$ cat config.mk
export PLATFORM = sky130hd
export DESIGN_NAME = fetch_ctrl_flat
export DESIGN_NICKNAME = d
export VERILOG_FILES = /design/src/rtl/fetch_ctrl_if.sv /design/src/rtl/fetch_ctrl.sv /design/src/flat_wrapper.sv
export SDC_FILE = /design/constraint.sdc
export NUM_CORES = 1
export LEC_CHECK = 0
export CAP_MARGIN = 0
export CORE_ASPECT_RATIO = 0.8
export CORE_MARGIN = 5
export CORE_UTILIZATION = 42
export CTS_CLUSTER_DIAMETER = 30
export CTS_CLUSTER_SIZE = 30
export DETAILED_ROUTE_END_ITERATION = 8
export PLACE_DENSITY = 0.93
export SYNTH_ARGS = -nofsm -noshare
export SYNTH_HDL_FRONTEND = slang
export SYNTH_SLANG_ARGS = --single-unit
$ cat constraint.sdc
create_clock -name clk -period 3.61 [get_ports clk]
set_input_delay 0.722 -clock clk [delete_from_list [all_inputs] [get_ports clk]]
set_output_delay 0.722 -clock clk [all_outputs]
set_load 0.05 [all_outputs]
$ cat src/rtl/fetch_ctrl_if.sv
// Fetch-stage bus bundle: instruction-memory port, fetch-to-decode handshake,
// redirect/halt control and status. master = fetch_ctrl, slave = the environment
// (instruction memory, decode stage and branch unit) that drives the inputs.
interface fetch_ctrl_if;
  logic [31:0] imem_addr;    // PC word index presented to instruction memory
  logic [31:0] imem_inst;    // combinational instruction for imem_addr
  logic        if_valid;     // if_inst/if_pc hold an instruction for decode
  logic [31:0] if_inst;      // registered fetched instruction
  logic [31:0] if_pc;        // word index of if_inst
  logic        id_ready;     // decode accepts if_inst (0 = hazard stall)
  logic        redirect;     // branch/jump taken
  logic [31:0] redirect_pc;  // redirect target word index
  logic        halt_req;     // stop fetching
  logic        halted;       // fetch unit is in HALT
  logic [31:0] fetch_count;  // completed fetch/decode handshakes
  logic        fault;        // sticky out-of-range redirect flag

  modport master (
    output imem_addr, if_valid, if_inst, if_pc, halted, fetch_count, fault,
    input  imem_inst, id_ready, redirect, redirect_pc, halt_req
  );

  modport slave (
    input  imem_addr, if_valid, if_inst, if_pc, halted, fetch_count, fault,
    output imem_inst, id_ready, redirect, redirect_pc, halt_req
  );
endinterface

$ cat src/rtl/fetch_ctrl.sv
// Instruction fetch controller: PC sequencing, one-entry fetch register toward
// decode, redirect with one bubble, halt, handshake counter.
// Ports: clk, rst (sync active-high), bus (fetch_ctrl_if.master).
// Optional FETCH_BOUND_CHECK_EN: out-of-range redirect raises sticky fault and halts.
module fetch_ctrl #(
  parameter int IMEM_DEPTH = 32,
  parameter int RESET_PC   = 0
) (
  input  logic         clk,
  input  logic         rst,
  fetch_ctrl_if.master bus
);

  localparam int AW = (IMEM_DEPTH > 1) ? $clog2(IMEM_DEPTH) : 1;
  localparam logic [AW-1:0] LAST_PC  = AW'(IMEM_DEPTH - 1);
  localparam logic [AW-1:0] START_PC = AW'(RESET_PC);

  typedef enum logic [1:0] {BOOT, RUN, HALT} state_t;

  state_t        state;
  logic [AW-1:0] pc;
  logic          if_valid;
  logic [31:0]   if_inst;
  logic [31:0]   if_pc;
  logic [31:0]   fetch_count;
  logic          halted;

  logic          handshake;
  logic          advance;
  logic [AW-1:0] pc_next;
  logic [AW-1:0] redirect_tgt;
  logic          unused_hi;

  assign handshake    = if_valid && bus.id_ready;
  assign advance      = !if_valid || bus.id_ready;
  assign pc_next      = (pc == LAST_PC) ? '0 : pc + AW'(1);
  // Targets are taken modulo the memory depth; the dropped bits only matter
  // to the optional bound check.
  assign redirect_tgt = bus.redirect_pc[AW-1:0];
  assign unused_hi    = ^bus.redirect_pc[31:AW];

`ifdef FETCH_BOUND_CHECK_EN
  logic fault_q;
  logic out_of_range;
  assign out_of_range = bus.redirect_pc >= 32'(IMEM_DEPTH);
`endif

  always_ff @(posedge clk) begin
    if (rst) begin
      state       <= BOOT;
      pc          <= START_PC;
      if_valid    <= 1'b0;
      if_inst     <= '0;
      if_pc       <= '0;
      fetch_count <= '0;
      halted      <= 1'b0;
`ifdef FETCH_BOUND_CHECK_EN
      fault_q     <= 1'b0;
`endif
    end else begin
      // A handshake counts even when a redirect squashes the next capture.
      if (handshake) fetch_count <= fetch_count + 32'd1;

      if (bus.redirect) begin
`ifdef FETCH_BOUND_CHECK_EN
        if (out_of_range) begin
          // Bad target: stop cleanly without touching pc.
          fault_q  <= 1'b1;
          state    <= HALT;
          halted   <= 1'b1;
          if_valid <= 1'b0;
        end else begin
          pc       <= redirect_tgt;
          if_valid <= 1'b0;
          state    <= RUN;
          halted   <= 1'b0;
        end
`else
        pc       <= redirect_tgt;
        if_valid <= 1'b0;
        state    <= RUN;
        halted   <= 1'b0;
`endif
      end else begin
        case (state)
          BOOT: state <= RUN;
          RUN: begin
            if (bus.halt_req) begin
              // pc holds; an unaccepted instruction stays for decode.
              state  <= HALT;
              halted <= 1'b1;
              if (handshake) if_valid <= 1'b0;
            end else if (advance) begin
              if_inst  <= bus.imem_inst;
              if_pc    <= 32'(pc);
              if_valid <= 1'b1;
              pc       <= pc_next;
            end
          end
          HALT: begin
            if (handshake) if_valid <= 1'b0;
          end
          default: state <= BOOT;
        endcase
      end
    end
  end

  assign bus.imem_addr   = 32'(pc);
  assign bus.if_valid    = if_valid;
  assign bus.if_inst     = if_inst;
  assign bus.if_pc       = if_pc;
  assign bus.fetch_count = fetch_count;
  assign bus.halted      = halted;
`ifdef FETCH_BOUND_CHECK_EN
  assign bus.fault       = fault_q;
`else
  assign bus.fault       = 1'b0;
`endif

endmodule

$ cat src/flat_wrapper.sv
// flat-port wrapper written by rule: the top's interface ports become plain ports
module fetch_ctrl_flat 
#(
  parameter int IMEM_DEPTH = 32,
  parameter int RESET_PC   = 0
)
  (clk, rst, bus_imem_addr, bus_if_valid, bus_if_inst, bus_if_pc, bus_halted, bus_fetch_count, bus_fault, bus_imem_inst, bus_id_ready, bus_redirect, bus_redirect_pc, bus_halt_req);
  fetch_ctrl_if bus_i ();
  input  logic clk;
  input  logic rst;
  output wire logic [$bits(bus_i.imem_addr)-1:0] bus_imem_addr;
  output wire logic [$bits(bus_i.if_valid)-1:0] bus_if_valid;
  output wire logic [$bits(bus_i.if_inst)-1:0] bus_if_inst;
  output wire logic [$bits(bus_i.if_pc)-1:0] bus_if_pc;
  output wire logic [$bits(bus_i.halted)-1:0] bus_halted;
  output wire logic [$bits(bus_i.fetch_count)-1:0] bus_fetch_count;
  output wire logic [$bits(bus_i.fault)-1:0] bus_fault;
  input wire logic [$bits(bus_i.imem_inst)-1:0] bus_imem_inst;
  input wire logic [$bits(bus_i.id_ready)-1:0] bus_id_ready;
  input wire logic [$bits(bus_i.redirect)-1:0] bus_redirect;
  input wire logic [$bits(bus_i.redirect_pc)-1:0] bus_redirect_pc;
  input wire logic [$bits(bus_i.halt_req)-1:0] bus_halt_req;
  assign bus_imem_addr = bus_i.imem_addr;
  assign bus_if_valid = bus_i.if_valid;
  assign bus_if_inst = bus_i.if_inst;
  assign bus_if_pc = bus_i.if_pc;
  assign bus_halted = bus_i.halted;
  assign bus_fetch_count = bus_i.fetch_count;
  assign bus_fault = bus_i.fault;
  assign bus_i.imem_inst = bus_imem_inst;
  assign bus_i.id_ready = bus_id_ready;
  assign bus_i.redirect = bus_redirect;
  assign bus_i.redirect_pc = bus_redirect_pc;
  assign bus_i.halt_req = bus_halt_req;
  fetch_ctrl #(.IMEM_DEPTH(IMEM_DEPTH), .RESET_PC(RESET_PC)) u_core (.clk(clk), .rst(rst), .bus(bus_i));
endmodule
==> key figures, run 1 <==
Setup path
  • Register-to-Register Setup Slack: 1.25 ns
  • CP max-delay cell: or4_1
  • Critical Setup Path Class: input port to register
  • Critical Path Fanout Max: 16
  • FF-to-FF Start: u_core.bus.fetch_count[0]
  • Worst EP arrival: 2.88 ns
  • CP Capture Type: register
  • CP required: 3.89 ns
  • Startpoint types: input port
  • Slowest stage delay, CP: 0.80 ns
  • Cells along the critical path: clkdlybuf4s50_1 > nand4_1 > or4_1 > or4_1 > a21oi_1
  • Reg-to-Reg End: u_core.bus.fetch_count[26]
  • R2R depth: 5
  • Most used cell, CP: or4_1

Timing
  • TNS Setup: 0 ns
  • Final Critical Period: 2.61 ns
  • Max-slew headroom: 46.4%
  • RSZ-0062 raised after global routing: no
  • Final hold violations: 0
  • Final Max Tran Viols: 0
  • Slew @ Worst Pin: 0.804 ns
  • Crit share post-route: 72.2%
  • F_max: 0.384 GHz
  • # setup viols final: 0
  • Worst Skew: 0.00736 ns
  • Final worst setup slack: 1.00 ns
  • Worst hold margin: 0.456 ns

Clocking
  • Sink Count: 78
  • CTS buffer count: 9
  • Hold-fix buffers at CTS: 0
  • Clock latency on the worst-skew pair: 0.35 ns
  • Post-CTS setup buffer count: 0
  • CTS tree: done
  • Longest Clk Path Bufs: 2
  • Clk slew on worst S/H paths: 0.08 ns
  • H-Tree Depth: 3
  • CTS root buffer: clkbuf_8
  • CTS resizes: 0

Power and ir drop
  • Peak VDD IR: 284 uV
  • P_leak: 0.00174 uW
  • Pwr per Cell Area: 386 nW/um2

Global route
  • First-pass GRT wire length: 14900 um
  • Largest net degree at the start of global routing: 46
  • Vias in the first global route: 3272
  • GR Overflow Total: 0
  • Total track usage: 17.4%
  • Antenna violations before repair: 0

Yosys
  • Mapped Cells: 453
  • Post-synthesis cell type count: 33
  • Top-area cell type share of the netlist area: 42.4%
  • Synth area leader: dfxtp_1
  • Mean Syn Cell Area: 8.12 um2
  • Synth Cell Area: 3680 um2
  • XOR/XNOR Fraction of Synth Area: 2.86%
  • Compound-cell area share of the yosys netlist: 14.0%
  • Main combinational cell family by area after synthesis: simple AND/OR/NAND/NOR gates
  • Mux cell area share after synthesis: 0.544%
  • Synth warn: 0
  • Synthesized-area fraction occupied by adder cells: 2.04%
  • Seq/Total Area, Yosys: 42.4%
  • Simple-gate share of the synthesized area: 23.2%
  • FF+latch count, synth: 78
  • Synth top area cells: dfxtp_1, buf_4, nand2_1

Finish
  • Non-Filler Instances: 677
  • Final Net Count: 635
  • Fillcell total: 755
  • Layout Utilization: 57.8%
  • Area Growth Syn to Fin: 33.9%
  • Commonest non-fill, non-tap cell in the layout: clkdlybuf4s50_1
  • N_diodes: 0
  • Ratio of cells with drive above 1 in the final layout: 4.07%
  • Most frequent cells in the layout: clkdlybuf4s50_1, nand2_1, dfxtp_1

Die
  • Full die area: 10700 um2
  • I/O Pins: 200
  • Core Box Area: 8520 um2
  • DIE HEIGHT: 93.7 um
  • Initial Util: 43.2%
  • Chip Width: 115 um
  • Rows: 30

Worst hold path
  • Hold Path End: u_core.bus.if_inst[8]
  • Worst Hold Depth: 2
  • Hold Path Class: register to register
  • Hold Path Origin: u_core.bus.if_inst[8]

Drt
  • Total Routed Length: 9420 um
  • Post-route ant nets: 0
  • Pre-Repair DR Iteration Count: 4
  • DR iter-0 viols: 227
  • Via count: 3365
  • Vias/cell: 4.97
  • Routed wire per std cell: 13.9 um
  • DRC violation count after routing: 0

Placed design
  • PortBufs: 117
  • Global placement routability congestion: 0.768
  • Dpl cells: 661
  • Hpwl dp: 7040 um
  • Pre-CTS WS: 0.642 ns

Run
  • MaxCap Viol Count: 0

Run status
  • Status: finished clean
==> power by group <==
group          switching [uW]  total (uW)  leakage (uW)  internal [uW]
registers                15.3         894      0.000632            879
logic                     253         346       0.00101           92.4
clock network             309         663      0.000106            354
total                     577        1900       0.00174           1330
==> state kept, by name, indices dropped and copies added, names as in the netlist <==
register	cells
u_core.bus.halted	1
u_core.bus.if_valid	1
u_core.state	2
u_core.pc	5
u_core.bus.fetch_count	32
u_core.bus.if_inst	32
u_core.bus.if_pc	5
==> stage by stage <==
stage	power (uW)	cell area (um2)
6_report	1900	4930
5_1_grt	1990	4930
4_1_cts	1930	4930
3_5_place_dp	1260	4730
3_3_place_gp	1250	4730
2_1_floorplan	1200	3880
==> kinds of logic (layout without fill, tap and decap cells) <==
group | after synthesis | after routing
compound gates | 94 | 94
xor+xnor | 12 | 12
fa+ha+maj | 6 | 6
buf+inv | 87 | 145
flops | 78 | 78
mux | 2 | 2
other cells | 1 | 55
simple gates | 173 | 173
==> final cells by class <==
class                      count  area (um2)  share of cell area [%]
timing repair buffer         122        1220                    24.7
tap                          112         140                    2.84
sequential                    78        1560                    31.7
clock inverter                 4        45.0                   0.914
clock buffer                  12         155                    3.15
multi-input combinational    342        1780                    36.2
inverter                       7        26.3                   0.533
==> layer usage <==
metal | global-route usage (%) | vias up | wire length, um
met5 | 0 | - | 0
li1 | - | 1670 | -
met2 | 31.6 | 117 | 4890
met3 | 9.59 | 8 | 1010
met1 | 17.1 | 1570 | 3430
met4 | 4.65 | 0 | 81
==> critical path, delay by kind of cell <==
kind            cells  cell delay, ns
buf+inv             1            0.48
compound gates      1            0.17
simple gates        3            1.50
==> cell usage after synthesis <==
cell,count
conb_1,1
xor2_1,10
nand4_2,1
nor2_1,15
clkbuf_1,17
o21ai_0,11
nor3_2,1
nand4_1,13
buf_2,2
o31ai_1,12
nor4b_1,1
or4_1,13
buf_4,57
and4_1,6
mux2i_1,2
or3_1,11
nand2b_1,2
a22oi_1,4
buf_1,4
nor2b_1,2
and3_1,2
and2_1,3
nor3_1,3
a211oi_1,2
dfxtp_1,78
nand2_1,86
xnor2_1,2
a21oi_1,64
a31oi_1,1
inv_1,7
nand3_1,12
nor4_1,2
ha_1,6
==> how the worst max path moves through the flow <==
stage / startpoint / endpoint / slack [ns] / cells after the start
after floorplan: u_core.bus.fetch_count[0] / u_core.bus.fetch_count[24] / 1.22 / 6
after global placement: bus_id_ready / u_core.bus.fetch_count[28] / 0.70 / 5
after detailed placement: bus_id_ready / u_core.bus.fetch_count[24] / 0.64 / 5
after CTS: bus_id_ready / u_core.bus.fetch_count[24] / 1.03 / 5
after global routing: bus_id_ready / u_core.bus.fetch_count[24] / 0.95 / 5
final: bus_id_ready / u_core.bus.fetch_count[26] / 1.00 / 5
Power figures use the tool's default switching activity.
==> run 2: changes to the inputs <==
--- a/config.mk
+++ b/config.mk
@@ -8,11 +8,11 @@
 export CAP_MARGIN = 0
 export CORE_ASPECT_RATIO = 0.8
 export CORE_MARGIN = 5
-export CORE_UTILIZATION = 42
+export CORE_UTILIZATION = 39
 export CTS_CLUSTER_DIAMETER = 30
 export CTS_CLUSTER_SIZE = 30
 export DETAILED_ROUTE_END_ITERATION = 8
-export PLACE_DENSITY = 0.93
+export PLACE_DENSITY = 0.87
 export SYNTH_ARGS = -nofsm -noshare
 export SYNTH_HDL_FRONTEND = slang
 export SYNTH_SLANG_ARGS = --single-unit
==> constraint.sdc (replaced) <==
create_clock -name clk -period 2.56 [get_ports clk]
set_input_delay 0.512 -clock clk [delete_from_list [all_inputs] [get_ports clk]]
set_output_delay 0.512 -clock clk [all_outputs]
set_load 0.05 [all_outputs]
==> run 2 against run 1 <==
Net effect: combinational power is 44% higher; final cell count is 1.3% higher; first-iteration DRC count is 24% higher; critical path depth is 2 higher; non-clock buffer count is 7 higher; clock power is 120% higher; count of clock-buffer cells in the layout is 1 lower; critical path type unchanged; largest power group is now clock; highest routed layer unchanged.
==> key figures, run 2 (synthesis gave the netlist of run 1 again) <==
Run status
  • Status: finished clean

Finish
  • Commonest non-fill, non-tap cell in the layout: clkdlybuf4s50_1
  • N_diodes: 0 (unchanged)
  • Layout Utilization: 56.3% (-1.5 points)
  • Design Area, Final: 5130 um2 (+4.2%)
  • Final Net Count: 642 (+1.1%)
  • Area Growth Syn to Fin: 39.5%
  • Most frequent cells in the layout: clkdlybuf4s50_1, nand2_1, dfxtp_1
  • Largest regs: u_core.bus.fetch_count (32), u_core.bus.if_inst (32)
  • Ratio of cells with drive above 1 in the final layout: 5.08% (+1.0 points)

Timing
  • Final hold violations: 0 (unchanged)
  • Worst Skew: 0.00493 ns (-0.00243 ns)
  • Final Max Tran Viols: 0 (unchanged)
  • F_max: 0.431 GHz
  • Final Critical Period: 2.32 ns
  • Max-slew headroom: 48.1% (+1.7 points)
  • RSZ-0062 raised after global routing: no
  • Slew @ Worst Pin: 0.778 ns (-0.0255 ns)
  • Crit share post-route: 90.6%
  • # setup viols final: 0 (unchanged)
  • Worst hold margin: 0.454 ns (-0.00125 ns)

Clocking
  • CTS buffer count: 9 (unchanged)
  • CTS resizes: 0 (unchanged)
  • Clk slew on worst S/H paths: 0.06 ns (-0.02 ns)
  • Longest Clk Path Bufs: 2 (unchanged)
  • CTS root buffer: clkbuf_16
  • Post-CTS setup buffer count: 0 (unchanged)
  • H-Tree Depth: 3 (unchanged)
  • Hold-fix buffers at CTS: 0 (unchanged)
  • Clock latency on the worst-skew pair: 0.33 ns (-0.02 ns)
  • Sink Count: 78 (unchanged)
  • CTS tree: done

Placed design
  • Global placement routability congestion: 0.727 (-5.3%)
  • PortBufs: 117 (unchanged)
  • Hpwl dp: 7410 um (+5.3%)
  • DP Area: 4800 um2 (+1.5%)

Power and ir drop
  • Pwr per Cell Area: 625 nW/um2 (+62%)
  • Net load switching power: 860 uW (+49%)
  • Comb power frac: 15.5% (-2.7 points)
  • Internal: 2350 uW (+77%)
  • Power Total: 3210 uW (+69%)
  • Clock group share of total power: 45.2% (+10 points)
  • Reg power frac: 39.3% (-7.7 points)
  • P_leak: 0.00184 uW (+5.6%)
  • Sw Share: 26.8% (-3.5 points)
  • Peak VDD IR: 434 uV (+53%)

Die
  • Initial Util: 40.4% (-2.8 points)
  • Full die area: 11500 um2 (+6.9%)
  • Rows: 31 (+3.3%)
  • Core Box Area: 9110 um2 (+7.0%)
  • Chip Width: 119 um (+3.4%)
  • DIE HEIGHT: 96.9 um (+3.4%)
  • I/O Pins: 200 (unchanged)

Drt
  • Post-route ant nets: 0 (unchanged)
  • DRC violation count after routing: 0 (unchanged)
  • Vias/cell: 5.07 (+2.0%)
  • Total Routed Length: 10100 um (+6.8%)
  • DR iter-0 viols: 281 (+24%)
  • Pre-Repair DR Iteration Count: 4 (unchanged)
  • Via count: 3478 (+3.4%)
  • Routed wire per std cell: 14.7 um (+5.4%)

Global route
  • Antenna violations before repair: 0 (unchanged)
  • GR Overflow Total: 0 (unchanged)
  • Largest net degree at the start of global routing: 40 (-13%)
  • Total track usage: 16.7% (-0.69 points)
  • Vias in the first global route: 3357 (+2.6%)
  • First-pass GRT wire length: 16200 um (+8.5%)

Run
  • MaxCap Viol Count: 0 (unchanged)

Worst hold path
  • Hold Path End: u_core.bus.if_inst[29]
  • Hold Path Origin: u_core.bus.if_inst[29]
  • Worst Hold Depth: 2 (unchanged)
  • Hold Path Class: register to register

Setup path
  • CP required: 2.80 ns (-1.09 ns)
  • Critical Setup Path Class: input port to register
  • Register-to-Register Setup Slack: 0.31 ns (-0.94 ns)
  • R2R depth: 7 (+2)
  • CP Capture Type: register
  • Startpoint types: input port
  • Critical Path Fanout Max: 12 (-4)
  • Reg-to-Reg End: u_core.bus.fetch_count[20]
  • Worst EP arrival: 2.56 ns (-0.32 ns)
  • FF-to-FF Start: u_core.bus.fetch_count[0]
-- run 2: cell type report --
cell class,instances,area (um2)
fillers,821,3980
multi-input cells,342,1780
flip-flops and latches,78,1560
repair buffers,129,1280
clock buffers,11,243
well taps,115,144
clock inverters,4,95.1
inverters,7,26.3
-- run 2: metrics by stage --
step | std cells | TNS [ns] | setup WS (ns)
after floorplan | 507 | 0 | 0.175
after global placement | 671 | -0.169 | -0.0394
after detailed placement | 671 | -0.355 | -0.0926
after CTS | 686 | 0 | 0.253
after global routing | 686 | 0 | 0.172
final | 686 | 0 | 0.241
-- run 2: how the worst max path moves through the flow --
| stage | endpoint | slack [ns] | cells past startpoint | start |
|---|---|---|---|---|
| after floorplan | u_core.bus.fetch_count[24] | 0.17 | 6 | u_core.bus.fetch_count[0] |
| after global placement | u_core.bus.fetch_count[28] | -0.04 | 6 | bus_id_ready |
| after detailed placement | u_core.bus.fetch_count[20] | -0.09 | 7 | bus_id_ready |
| after CTS | u_core.bus.fetch_count[24] | 0.25 | 6 | bus_id_ready |
| after global routing | u_core.bus.fetch_count[20] | 0.17 | 7 | bus_id_ready |
| final | u_core.bus.fetch_count[20] | 0.24 | 7 | bus_id_ready |
-- run 2: per-layer routing --
layer / vias to the layer above / wire [um] / GRT usage [%]
li1: 1678 / - / -
met1: 1632 / 3770 / 18.0
met2: 153 / 5030 / 28.8
met3: 15 / 1140 / 8.45
met4: 0 / 121 / 4.80
met5: - / 0 / 0
-- run 2: worst max-delay path, cell delays in order --
cell and delay (ns):
clkdlybuf4s50_1 0.48, nand4_1 0.13, or4_1 0.54, buf_4 0.19, buf_4 0.15, or3_1 0.35
a21oi_1 0.19
-- run 2: power groups by stage --
stage          logic [uW]  registers, uW  clock network, uW
2_1_floorplan         328           1370                  0
3_3_place_gp          488           1290                  0
3_5_place_dp          496           1290                  0
4_1_cts               497           1260               1490
5_1_grt               523           1260               1540
6_report              498           1260               1450
